`config.mk`:
```
export PLATFORM = sky130hd
export DESIGN_NAME = aludec_flat
export DESIGN_NICKNAME = d
export VERILOG_FILES = /design/src/rtl/aludec_if.sv /design/src/rtl/aludec.sv /design/src/flat_wrapper.sv
export SDC_FILE = /design/constraint.sdc
export NUM_CORES = 1
export LEC_CHECK = 0
export ABC_AREA = 0
export BUFFER_PORTS_ARGS = -buffer_cell sky130_fd_sc_hd__buf_2
export CAP_MARGIN = 10
export CORE_AREA = 3 3 40 42
export DETAILED_ROUTE_END_ITERATION = 8
export DIE_AREA = 0 0 43 45
export MAX_ROUTING_LAYER = met4
export PLACE_DENSITY = 0.5
export SLEW_MARGIN = 20
export SYNTH_ARGS = -nofsm -noshare
export SYNTH_HDL_FRONTEND = slang
export SYNTH_SLANG_ARGS = --single-unit
```
`constraint.sdc`:
```
create_clock -name clk -period 0.8 [get_ports clk]
set_input_delay 0.16 -clock clk [delete_from_list [all_inputs] [get_ports clk]]
set_output_delay 0.16 -clock clk [all_outputs]
set_load 0.01 [all_outputs]
```
`src/rtl/aludec_if.sv`:
```
// ALU decoder bus: decode inputs from the main decoder and the registered ALU control result.
interface aludec_if;
  logic [3:0] op;
  logic [1:0] aluop;
  logic [3:0] alucontrol;
  logic       illegal;

  modport master (
    output op,
    output aluop,
    input  alucontrol,
    input  illegal
  );

  modport slave (
    input  op,
    input  aluop,
    output alucontrol,
    output illegal
  );
endinterface

```
`src/rtl/aludec.sv`:
```
// ALU control decoder: maps opcode class and function field to an ALU control code,
// registered with one cycle of latency and an asynchronous active-high reset to ADD.
module aludec (
  input logic     clk,
  input logic     reset,
  aludec_if.slave bus
);

  localparam logic [3:0] AluAnd  = 4'b0000;
  localparam logic [3:0] AluOr   = 4'b0001;
  localparam logic [3:0] AluAdd  = 4'b0010;
  localparam logic [3:0] AluXor  = 4'b0011;
  localparam logic [3:0] AluNor  = 4'b0100;
  localparam logic [3:0] AluSll  = 4'b0101;
  localparam logic [3:0] AluSub  = 4'b0110;
  localparam logic [3:0] AluSlt  = 4'b0111;
  localparam logic [3:0] AluSrl  = 4'b1000;
  localparam logic [3:0] AluSra  = 4'b1001;
  localparam logic [3:0] AluPass = 4'b1111;

  logic [3:0] alucontrol_d, alucontrol_q;
  logic       illegal_d, illegal_q;

  always_comb begin
    alucontrol_d = AluAdd;
    illegal_d    = 1'b0;
    unique case (bus.aluop)
      2'b00: alucontrol_d = AluAdd;
      2'b01: alucontrol_d = AluSub;
      2'b11: alucontrol_d = AluPass;
      2'b10: begin
        case (bus.op)
          4'b0000: alucontrol_d = AluAdd;
          4'b0001: alucontrol_d = AluSub;
          4'b0010: alucontrol_d = AluAnd;
          4'b0011: alucontrol_d = AluOr;
          4'b0100: alucontrol_d = AluXor;
          4'b0101: alucontrol_d = AluNor;
          4'b0110: alucontrol_d = AluSlt;
          4'b0111: alucontrol_d = AluSll;
          4'b1000: alucontrol_d = AluSrl;
          4'b1001: alucontrol_d = AluSra;
          // Unsupported function codes fall back to ADD and are flagged.
          default: begin
            alucontrol_d = AluAdd;
            illegal_d    = 1'b1;
          end
        endcase
      end
      default: begin
        alucontrol_d = AluAdd;
        illegal_d    = 1'b0;
      end
    endcase
  end

  always_ff @(posedge clk or posedge reset) begin
    if (reset) begin
      alucontrol_q <= AluAdd;
      illegal_q    <= 1'b0;
    end else begin
      alucontrol_q <= alucontrol_d;
      illegal_q    <= illegal_d;
    end
  end

  assign bus.alucontrol = alucontrol_q;
  assign bus.illegal    = illegal_q;

endmodule

```
`src/flat_wrapper.sv`:
```
// flat-port wrapper written by rule: the top's interface ports become plain ports
module aludec_flat 
  (clk, reset, bus_op, bus_aluop, bus_alucontrol, bus_illegal);
  aludec_if bus_i ();
  input logic clk;
  input logic reset;
  input wire logic [$bits(bus_i.op)-1:0] bus_op;
  input wire logic [$bits(bus_i.aluop)-1:0] bus_aluop;
  output wire logic [$bits(bus_i.alucontrol)-1:0] bus_alucontrol;
  output wire logic [$bits(bus_i.illegal)-1:0] bus_illegal;
  assign bus_i.op = bus_op;
  assign bus_i.aluop = bus_aluop;
  assign bus_alucontrol = bus_i.alucontrol;
  assign bus_illegal = bus_i.illegal;
  aludec u_core (.clk(clk), .reset(reset), .bus(bus_i));
endmodule
```
**Yosys cells after proc, flatten, opt, wreduce, memory -nomap -nowiden**

Cells that the tools add are included.

- Equal/unequal tests: 12
- Mux-type cells: 4
- Reductions and logical operators: 3

Operators by type and width:

| operator | number |
|---|---|
| $pmux 4 s9 | 1 |
| $eq 4x3->1 const B | 4 |
| $pmux 4 s4 | 1 |
| $reduce_or 10->1 | 1 |
| $eq 4x2->1 const B | 2 |
| $eq 4x4->1 const B | 2 |
| $eq 2x2->1 const B | 2 |
| $eq 4x1->1 const B | 1 |
| $logic_not 4->1 | 1 |
| $eq 2x1->1 const B | 1 |
| $logic_not 2->1 | 1 |
| $mux 1 | 2 |

- Register bits: 5
- Input bits: 8
- Word-level logic and storage cells: 21

**Logic depth before layout (Yosys ltp)**

- Depth in word-level cells: 4
- Depth in mapped cells: 3
- Mapped depth without buffers: 3

**Worst setup path after synthesis**

OpenSTA, ideal clock, no wires.

- Path kind: reg-to-output
- From: register u_core.alucontrol_q[1], in the netlist u_core.bus.alucontrol[1]
- To: output bus_alucontrol[1]
- Arrival: 520 ps
- Data required time: 640 ps
- Path slack: 120 ps
- Cell stages (with the launch flop): 1
- Path buffers: 0
- Cell sequence: dfstp_2

RTL lines:

| what | RTL line | RTL |
|---|---|---|
| start, declared | aludec.sv:21 | `logic [3:0] alucontrol_d, alucontrol_q;` |
| start signal, assigned | aludec.sv:59 | `alucontrol_q <= AluAdd;` |
| start signal, assigned | aludec.sv:62 | `alucontrol_q <= alucontrol_d;` |
| end, declared | flat_wrapper.sv:9 | `output wire logic [$bits(bus_i.alucontrol)-1:0] bus_alucontrol;` |

No word-level cell between the ends.

**Worst setup path in the final report**

- From: register u_core.alucontrol_q[1], in the netlist u_core.bus.alucontrol[1]
- To: output bus_alucontrol[1]

No word-level cell between the ends.

==> key figures <==
Yosys
  – Synth area leader: dfrtp_1
  – Synth warnings: 0
  – Cells taking the most area after synthesis: dfrtp_1, dfstp_2, o21ai_0, nor3b_2, inv_1
  – Seq/Total Area, Yosys: 0.534
  – Synth top area share: 0.423
  – Yosys cell types: 15
  – Syn Inst Count: 23
  – Mapped cell area: about 240 um2
  – Mapped Nets: 31
  – Synthesis-stage register bit count: 5
  – Mapped Avg Cell Area: between 10 and 15 um2

GRT
  – Largest net degree at the start of global routing: 6
  – Number of global-route vias before repair: roughly 220
  – GRT Residual Overflow: 0
  – Initial antenna violation count: 0
  – First-pass GRT wire length: 821 um
  – Total track usage: 0.0647

Worst setup path
  – Worst setup EP type: primary output
  – Family with the most delay on the worst path: flip-flops
  – Slowest-stage cell, CP: dfstp_2
  – CP peak stage delay: about 0.52 ns
  – CP bufs+invs: 1
  – Crit path DAT: approximately 0.84 ns
  – WP data required: 0.64 ns
  – Crit-path max FO: 1
  – Crit start category: flop
  – CP Cell Sequence: buf_6
  – Worst setup path category: reg -> out

STA
  – Period minus WS final: ~1 ns
  – Max Fclk: between 900 and 1000 MHz
  – Final period util: 1.25
  – Endpoints failing setup: 5
  – Final hold viol count: 0
  – Worst hold slack: approximately 0.17 ns
  – Worst Setup Slack, final: -0.200 ns
  – Measured slew at the worst slew-check pin: between 0.15 and 0.2 ns
  – Slew Limit Fails: 0
  – Setup TNS: -0.491 ns
  – Rel. slew slack: 0.881
  – RSZ-0062 raised after global routing: true

Floorplanning
  – Placeable Area: ~1300 um2
  – Cell Rows: 13
  – Initial Util: 0.184
  – Die Y: approximately 45 um
  – Total die area: slightly below 2000 um2
  – Die Width: approximately 43 um
  – Top Ports: 13

Hold path
  – Hold Path Sink: u_core.bus.alucontrol[2]
  – Worst min path class: in -> reg
  – Hold path depth: 2
  – Worst Hold Launch: bus_aluop[0]

Clock tree
  – CTS sink count: 5
  – Clk slew on worst S/H paths: 0.04 ns
  – Clock root buffer: clkbuf_4
  – Post-CTS setup buffers: 0
  – Clk buf depth: 2
  – Clock buffer count from CTS: 3
  – Htree depth: 1
  – CTS tree: done

Final layout
  – Net count, final: 51
  – Layout Cells excl Fill: 57
  – Share of layout cells above drive strength 1: 0.500
  – Area delta synth->final: 60.3%
  – N_diodes: 0

Route
  – Final ANT Viol Nets: 0
  – DR vias: 228
  – DR vias/cell: ~4
  – Initial drt markers: 0
  – WL per Instance: slightly above 8 um
  – Residual DRC: 0
  – Post-Route WL: about 460 um
  – First-pass DRT Iterations: 1

Placement
  – Port bufs: 12
  – Placer Congestion: between 0.7 and 0.8
  – Post-Place Worst Slack: -0.0363 ns
  – Dpl cells: between 50 and 60

Outcome
  – Status: finished, violations left
  – Failing checks: negative setup slack

Job
  – Max Cap Violations: 0

Power and ir drop
  – Static Leak: between 0.15 and 0.2 nW
  – PwrDens: 1730 nW/um2
  – Total power: roughly 0.65 mW
  – Worst VDD drop: 0.000415 V
-- cell usage after synthesis --
cell      n
a21boi_1  1
mux2i_1   1
o21a_1    1
a31oi_1   1
o21ai_0   3
o21ai_1   1
inv_1     3
a31o_2    1
nand2_1   1
dfstp_2   1
nor2_1    2
dfrtp_1   4
nor3b_2   1
and2b_2   1
nor2b_1   1
-- worst max path at each step --
| stage | from | end | slack [ns] | cells past startpoint |
|---|---|---|---|---|
| 2_1_floorplan | u_core.bus.alucontrol[1] | bus_alucontrol[1] | 0.12 | 0 |
| 3_3_place_gp | bus_op[1] | u_core.bus.alucontrol[1] | -0.06 | 5 |
| 5_1_grt | u_core.bus.alucontrol[1] | bus_alucontrol[1] | -0.22 | 1 |
| 6_report | u_core.bus.alucontrol[1] | bus_alucontrol[1] | -0.20 | 1 |
| 3_5_place_dp | bus_op[1] | u_core.bus.alucontrol[1] | -0.04 | 5 |
| 4_1_cts | u_core.bus.alucontrol[1] | bus_alucontrol[1] | -0.22 | 1 |
-- report_power, final --
part | internal [mW] | leakage, nW | switching [mW]
sequential | 0.269 | 0.0608 | 0.00347
combinational | 0.0551 | 0.118 | 0.0500
clock | 0.188 | 0.0150 | 0.0889
total | 0.512 | 0.194 | 0.142
-- logic make-up after synthesis --
group,synth area share
mux,0.0423
buf+inv,0.0476
compound gates,0.212
simple gates,0.164
flops,0.534
-- metrics by stage --
step	instance area, um2	util
final	379	0.295
after floorplan	236	-
after global routing	379	0.295
after CTS	373	0.290
after global placement	330	0.257
after detailed placement	330	0.257
-- flip-flops by register name, indices dropped and copies added (netlist names) --
| signal | cells |
|---|---|
| u_core.bus.alucontrol | 4 |
| u_core.bus.illegal | 1 |
-- placed cells by master (no fill, tap or decap) --
| cell type | netlist | layout |
|---|---|---|
| buf_2 | 0 | 10 |
| dfrtp_1 | 4 | 4 |
| inv_1 | 3 | 3 |
| o21ai_0 | 3 | 3 |
| clkbuf_4 | 0 | 3 |
| nor2_1 | 2 | 2 |
| buf_6 | 0 | 2 |
| buf_4 | 0 | 2 |
| nor3b_2 | 1 | 1 |
| and2b_2 | 1 | 1 |
| o21ai_1 | 1 | 1 |
| a31oi_1 | 1 | 1 |
| a21boi_1 | 1 | 1 |
| o21a_1 | 1 | 1 |
| mux2i_1 | 1 | 1 |
| nor2b_1 | 1 | 1 |
| nand2_1 | 1 | 1 |
| a31o_2 | 1 | 1 |
| clkbuf_1 | 0 | 1 |
| dlygate4sd3_1 | 0 | 1 |
| dfstp_2 | 1 | 1 |
-- layout make-up --
cell class                 count  area (um2)
timing repair buffer          15        97.6
fill                         139         906
tap                           15        18.8
multi-input combinational     15        98.8
clock buffer                   4        26.3
sequential                     5         126
inverter                       3        11.3
-- routing by layer --
metal / GRT usage / share of wire / wire length [um]
met1: 0.0662 / 0.41 / 191
met3: 0.0279 / 0.18 / 84
met2: 0.0868 / 0.40 / 185
met5: - / 0 / 0
met4: 0.0723 / 0 / 0
-- repair_timing --
action	CTS	global route
hold buffers	1	0
gates cloned	0	0
gates resized for setup	1	1
setup endpoints to repair	5	5
hold endpoints to repair	4	0
No activity file was read; power rests on OpenSTA's default activity.
